==> src/rtl/ov7670_tx.sv <==
// ov7670_tx: OV7670-style camera transmitter driving PCLK/VSYNC/HREF/byte bus.
// Ports: i_clk, i_n_reset (async, active-low); i_start, i_continuous frame
// control; i_pixel/o_pix_req RGB565 pixel fetch; o_PCLK, o_VS, o_HS, o_DATA
// camera bus; o_busy, o_frame_done status.
// Macro OV7670_TX_TESTPATTERN_EN: pixel = {h[4:0], v[5:0], ~h[4:0]}, i_pixel
// ignored and o_pix_req held low.
module ov7670_tx #(
  parameter int DATA_WIDTH = 8,
  parameter int H_WIDTH    = 320,
  parameter int V_WIDTH    = 240,
  parameter int PCLK_HALF  = 2,
  parameter int H_BLANK    = 16,
  parameter int VS_LINES   = 3,
  parameter int V_BACK     = 2,
  parameter int V_FRONT    = 2
) (
  input  logic                  i_clk,
  input  logic                  i_n_reset,
  input  logic                  i_start,
  input  logic                  i_continuous,
  input  logic [15:0]           i_pixel,
  output logic                  o_pix_req,
  output logic                  o_PCLK,
  output logic                  o_VS,
  output logic                  o_HS,
  output logic [DATA_WIDTH-1:0] o_DATA,
  output logic                  o_busy,
  output logic                  o_frame_done
);

  localparam int L    = 2 * H_WIDTH + H_BLANK;
  localparam int HW   = (H_WIDTH > 1) ? $clog2(H_WIDTH) : 1;
  localparam int VW   = (V_WIDTH > 1) ? $clog2(V_WIDTH) : 1;
  localparam int CW   = (L > 1) ? $clog2(L) : 1;
  localparam int PW   = (PCLK_HALF > 1) ? $clog2(PCLK_HALF) : 1;
  localparam int LM1  = (VS_LINES > V_BACK) ? VS_LINES : V_BACK;
  localparam int LMAX = (LM1 > V_FRONT) ? LM1 : V_FRONT;
  localparam int LW   = (LMAX > 1) ? $clog2(LMAX) : 1;

  typedef enum logic [2:0] {
    IDLE, VSYNC, VBACK, ACTIVE, HBLANK, VFRONT
  } state_t;

  state_t         state;
  logic [PW-1:0]  pcnt;
  logic [CW-1:0]  col;
  logic [LW-1:0]  lcnt;
  logic [HW-1:0]  h;
  logic [VW-1:0]  v;
  logic           start_q;

  logic tog, fall, last_col, last_v;
  logic line_end, frame_end;

  assign tog      = (pcnt == PW'(PCLK_HALF - 1));
  assign fall     = tog & o_PCLK;
  assign last_col = (col == CW'(L - 1));
  assign last_v   = (v == VW'(V_WIDTH - 1));
  // With H_BLANK=0 the last odd byte of ACTIVE is also the line end.
  assign line_end = last_col &&
                    (state == HBLANK || state == ACTIVE);
  assign frame_end =
    (last_col && state == VFRONT && lcnt == LW'(V_FRONT - 1)) ||
    (line_end && last_v && V_FRONT == 0);

`ifdef OV7670_TX_TESTPATTERN_EN
  function automatic logic [15:0] px(input logic [HW-1:0] hh,
                                     input logic [VW-1:0] vv);
    logic [4:0] h5;
    h5 = 5'(hh);
    return {h5, 6'(vv), ~h5};
  endfunction

  logic unused_pixel;
  assign unused_pixel = ^i_pixel;
  assign o_pix_req    = 1'b0;
`else
  logic [15:0] pix;
  logic        nxt_act, fetch;

  function automatic logic [15:0] px(input logic [HW-1:0] hh,
                                     input logic [VW-1:0] vv);
    logic [HW+VW-1:0] unused_hv;
    unused_hv = {hh, vv};
    return pix;
  endfunction

  // Next line will be an active one: first pixel must be prefetched
  // one PCLK before the line starts.
  always_comb begin
    nxt_act = 1'b0;
    unique case (state)
      VSYNC:  nxt_act = (V_BACK == 0) &&
                        (lcnt == LW'(VS_LINES - 1));
      VBACK:  nxt_act = (lcnt == LW'(V_BACK - 1));
      ACTIVE,
      HBLANK: nxt_act = !last_v;
      default: nxt_act = 1'b0;
    endcase
  end

  assign fetch =
    (state == ACTIVE && !col[0] && h != HW'(H_WIDTH - 1)) ||
    (col == CW'(L - 2) && nxt_act);
`endif

  function automatic logic [DATA_WIDTH-1:0] hi(input logic [15:0] p);
    return DATA_WIDTH'(p[15:8]);
  endfunction

  function automatic logic [DATA_WIDTH-1:0] lo(input logic [15:0] p);
    return DATA_WIDTH'(p[7:0]);
  endfunction

  always_ff @(posedge i_clk or negedge i_n_reset) begin
    if (!i_n_reset) begin
      state        <= IDLE;
      pcnt         <= '0;
      col          <= '0;
      lcnt         <= '0;
      h            <= '0;
      v            <= '0;
      start_q      <= 1'b0;
      o_PCLK       <= 1'b0;
      o_VS         <= 1'b0;
      o_HS         <= 1'b0;
      o_DATA       <= '0;
      o_busy       <= 1'b0;
      o_frame_done <= 1'b0;
`ifndef OV7670_TX_TESTPATTERN_EN
      o_pix_req    <= 1'b0;
      pix          <= '0;
`endif
    end else begin
      o_frame_done <= 1'b0;
      if (tog) begin
        pcnt   <= '0;
        o_PCLK <= !o_PCLK;
      end else begin
        pcnt <= pcnt + 1'b1;
      end
      if (state == IDLE && i_start) start_q <= 1'b1;
`ifndef OV7670_TX_TESTPATTERN_EN
      o_pix_req <= fall && fetch;
      if (o_pix_req) pix <= i_pixel;
`endif
      if (fall) begin
        col <= last_col ? '0 : col + 1'b1;
        unique case (state)
          IDLE: if (start_q || i_start) begin
            state   <= VSYNC;
            start_q <= 1'b0;
            o_busy  <= 1'b1;
            o_VS    <= 1'b1;
            col     <= '0;
            lcnt    <= '0;
            h       <= '0;
            v       <= '0;
          end
          VSYNC: if (last_col) begin
            if (lcnt == LW'(VS_LINES - 1)) begin
              lcnt <= '0;
              o_VS <= 1'b0;
              if (V_BACK == 0) begin
                state  <= ACTIVE;
                o_HS   <= 1'b1;
                o_DATA <= hi(px(h, v));
              end else begin
                state <= VBACK;
              end
            end else begin
              lcnt <= lcnt + 1'b1;
            end
          end
          VBACK: if (last_col) begin
            if (lcnt == LW'(V_BACK - 1)) begin
              lcnt   <= '0;
              state  <= ACTIVE;
              o_HS   <= 1'b1;
              o_DATA <= hi(px(h, v));
            end else begin
              lcnt <= lcnt + 1'b1;
            end
          end
          ACTIVE: begin
            if (!col[0]) begin
              o_DATA <= lo(px(h, v));
            end else if (h != HW'(H_WIDTH - 1)) begin
              h      <= h + 1'b1;
              o_DATA <= hi(px(h + 1'b1, v));
            end else if (H_BLANK != 0) begin
              state  <= HBLANK;
              o_HS   <= 1'b0;
              o_DATA <= '0;
            end
          end
          HBLANK: ;
          VFRONT:
            if (last_col && lcnt != LW'(V_FRONT - 1))
              lcnt <= lcnt + 1'b1;
          default: ;
        endcase
        if (line_end) begin
          h <= '0;
          if (!last_v) begin
            v      <= v + 1'b1;
            state  <= ACTIVE;
            o_HS   <= 1'b1;
            o_DATA <= hi(px('0, v + 1'b1));
          end else if (V_FRONT != 0) begin
            state  <= VFRONT;
            lcnt   <= '0;
            o_HS   <= 1'b0;
            o_DATA <= '0;
          end
        end
        if (frame_end) begin
          o_frame_done <= 1'b1;
          o_HS         <= 1'b0;
          o_DATA       <= '0;
          h            <= '0;
          v            <= '0;
          lcnt         <= '0;
          if (i_continuous) begin
            state <= VSYNC;
            o_VS  <= 1'b1;
          end else begin
            state  <= IDLE;
            o_busy <= 1'b0;
          end
        end
      end
    end
  end

endmodule

==> config.mk <==
export PLATFORM = sky130hd
export DESIGN_NAME = ov7670_tx
export DESIGN_NICKNAME = d
export VERILOG_FILES = /design/src/rtl/ov7670_tx.sv
export SDC_FILE = /design/constraint.sdc
export NUM_CORES = 1
export LEC_CHECK = 0
export ABC_AREA = 1
export CORE_MARGIN = 8
export CORE_UTILIZATION = 58
export DETAILED_ROUTE_END_ITERATION = 8
export GPL_TIMING_DRIVEN = 1
export PLACE_DENSITY = 0.8
export SYNTH_ARGS = -nofsm -noshare
export SYNTH_HDL_FRONTEND = slang
export SYNTH_SLANG_ARGS = --single-unit
export TNS_END_PERCENT = 20
==> constraint.sdc <==
create_clock -name i_clk -period 2.1 [get_ports i_clk]
set_input_delay 0.63 -clock i_clk [delete_from_list [all_inputs] [get_ports i_clk]]
set_output_delay 0.63 -clock i_clk [all_outputs]
set_load 0.02 [all_outputs]
==> results.sh <==
export IMPL_outcome="finished clean"
export IMPL_cts_inserted_buffers=9
export IMPL_setup_viol=0
export IMPL_whs_ns=0.263
export IMPL_r2r_setup_slack_ns=0.12
export IMPL_drc=0
export IMPL_crit_required_ns=2.34
export IMPL_reg2reg_from="col[1]$_DFFE_PN0P_"
export IMPL_power_share_switching=0.390
export IMPL_dp_hpwl_mm=6.57
export IMPL_netlist_area_um2=3820
export IMPL_vias=3469
export IMPL_power_mw=4.70
export IMPL_insertedDiodeCount=0
export IMPL_antenna_found_initial=0
export IMPL_fin_skew_ns=0.0107
export IMPL_grt_overflow=0
export IMPL_root_buffer="clkbuf_8"
export IMPL_fin_nets=574
export IMPL_grt_pass1_vias=3508
export IMPL_fmax_mhz=504
export IMPL_ir_drop_mv=0.777
export IMPL_portBuffers=33
export IMPL_p_clk_frac=0.246
export IMPL_hold_class="in2async"
export IMPL_cts_num_sinks=64
export IMPL_final_cell_mix="nand2_1 (146), dfrtp_1 (64), inv_1 (47)"
export IMPL_synth_edff_count=0
export IMPL_crit_fanout=18
export IMPL_grt_pass1_wl_mm=15.9
export IMPL_slew_viol_final=0
export IMPL_setup_slack_ns=0.116
export IMPL_cp_end_kind="register"
export IMPL_syn2layout_area_growth_pct=18.2
export IMPL_synth_seq_area_share=0.419
export IMPL_cts_max_level=3
export IMPL_worstSetupPathType="reg2reg"
export IMPL_ys_warn_count=0
export IMPL_fp_row_count=29
export IMPL_gp_congestion=0.893
export IMPL_hold_violations=0
export IMPL_clk_path_buf_depth=2
export IMPL_synth_area_per_cell_um2=7.67
export IMPL_period_share=0.945
export IMPL_die_y_um=97.2
export IMPL_tns_ns=0
export IMPL_p_per_area_nw_per_um2=1040
export IMPL_slew_headroom=0.725
export IMPL_netlist_area_leader_share=0.419
export IMPL_pwr_share_seq=0.376
export IMPL_clkTransAtPathRegs_ns=0.08
export IMPL_p_comb_frac=0.378
export IMPL_grt_use_total=0.199
export IMPL_synth_area_leaders="dfrtp_1 (42%), nand2_1 (14%), o21ai_0 (4.7%)"
export IMPL_routedWlPerCell_um=14.6
export IMPL_hold_buffers=0
export IMPL_rsz0062_at_grt="true"
export IMPL_p_switching_mw=1.83
export IMPL_ios=34
export IMPL_tritoncts="built"
export IMPL_yosysTopAreaCell="dfrtp_1"
export IMPL_startpoint_type="register"
export IMPL_fin_crit_ns=1.98
export IMPL_die_width_um=97.2
export IMPL_drive_above_1_share=0.164
export IMPL_nFillCells=495
export IMPL_initial_core_util=0.602
export IMPL_final_area_um2=4520
export IMPL_worst_r2r_cell_count=10
export IMPL_wl_mm=9.15
export IMPL_drt_first_pass_iters=6
export IMPL_ys_ff_latch=64
export IMPL_leakage_nw=2.12
export IMPL_place_area_um2=4290
export IMPL_synth_async_reset_ratio=1.00
export IMPL_worst_endpoint_arrival_ns=2.22
export IMPL_maxCapViolations=0
export IMPL_grt_max_degree=65
export IMPL_die_area_um2=9440
export IMPL_place_ws_ns=-0.0538
export IMPL_layout_commonest_cell="nand2_1"
export IMPL_worst_pin_slew_ns=0.412
export IMPL_viasPerCell=5.53
export IMPL_internal_power_mw=2.87
export IMPL_timing_rr_end="h[7]$_DFFE_PN0P_"
export IMPL_netlist_instances=498
export IMPL_clk_latency_ns=0.35
export IMPL_drtIter0Drc=236
export IMPL_netlist_cell_type_count=36
export IMPL_synth_fp_nets=527
export IMPL_antenna_left=0
export IMPL_synth_flop_cell="dfrtp_1"
export IMPL_coreArea_um2=6350
==> through the flow <==
step,instances,utilization
final,627,0.711
after global routing,627,0.711
after CTS,626,0.709
after detailed placement,610,0.675
after global placement,610,0.675
after floorplan,498,-
==> registers in the layout, summed over array words and instances (netlist names), 2 cells and up <==
signal  count
v           8
lcnt        2
o_DATA      8
col        10
pix        16
state       3
h           9
==> power by group through the flow <==
stage          combinational [mW]  clock, mW  sequential [mW]
2_1_floorplan                1.12          0             1.80
3_3_place_gp                 1.67          0             1.77
3_5_place_dp                 1.73          0             1.78
4_1_cts                      1.75       1.17             1.76
5_1_grt                      1.98       1.22             1.80
6_report                     1.77       1.16             1.77
==> layout make-up <==
cell class                 instances  area [um^2]  area share
multi-input combinational        368         1970       0.435
clock inverter                     6         83.8      0.0186
timing repair buffer              43          413      0.0914
clock buffer                      10          128      0.0283
tap                               77         96.3      0.0213
inverter                          59          228      0.0504
sequential                        64         1600       0.355
==> cell usage after synthesis, types with 3 or more instances <==
| master | n |
|---|---|
| a21oi_1 | 14 |
| clkbuf_1 | 5 |
| clkinv_1 | 3 |
| dfrtp_1 | 64 |
| ha_1 | 9 |
| inv_1 | 47 |
| inv_2 | 8 |
| mux2_2 | 7 |
| nand2_1 | 147 |
| nand2_2 | 4 |
| nand2_4 | 3 |
| nand3_1 | 34 |
| nand3_2 | 3 |
| nand4_1 | 11 |
| nor2_1 | 41 |
| nor2_2 | 11 |
| nor2_4 | 5 |
| nor3_1 | 3 |
| nor3b_1 | 3 |
| o21ai_0 | 36 |
| o21ai_2 | 11 |
| o22ai_1 | 6 |
| or2_2 | 4 |
| xor2_1 | 3 |
==> how the worst max path moves through the flow <==
stage | startpoint | slack, ns | to
4_1_cts | col[1]$_DFFE_PN0P_ | 0.12 | o_DATA[0]$_DFFE_PN0P_
2_1_floorplan | col[0]$_DFFE_PN0P_ | 0.39 | h[8]$_DFFE_PN0P_
3_3_place_gp | i_start | 0.04 | v[1]$_DFFE_PN0P_
5_1_grt | col[1]$_DFFE_PN0P_ | -0.03 | h[7]$_DFFE_PN0P_
3_5_place_dp | i_start | -0.05 | col[9]$_DFFE_PN0P_
6_report | col[1]$_DFFE_PN0P_ | 0.12 | h[7]$_DFFE_PN0P_
==> critical path, stage by stage, from the launching register on <==
cell     delay, ns
dfrtp_1       0.43
ha_1          0.22
inv_1         0.09
nor2_4        0.18
nand4_1       0.23
nor2_2        0.26
nor2_2        0.06
nand2_2       0.07
nand2_4       0.15
nand2_1       0.14
o21ai_2       0.06
==> logic make-up (layout without fill, tap and decap cells) <==
group | Yosys count | in the layout | share of synthesized area
and+or+nand+nor | 277 | 277 | 0.346
AOI/OAI and AO/OA | 71 | 71 | 0.107
buffers and inverters | 66 | 118 | 0.0678
DFF | 64 | 64 | 0.419
adders and majority gates | 9 | 9 | 0.0295
muxes | 7 | 7 | 0.0206
xor gates and xnor gates | 4 | 4 | 0.00917
==> per-layer routing <==
metal / track usage / vias up / part of all wire
met5: 0 / - / 0
li1: - / 1712 / -
met3: 0.0462 / 15 / 0.051
met2: 0.326 / 109 / 0.49
met4: 0.0817 / 0 / 0.015
met1: 0.247 / 1633 / 0.44
==> timing repair <==
item,CTS,global route
gates resized for setup,0,3
setup buffers,0,1
endpoints found under the setup margin,0,9
(Power assumes the default switching activity.)
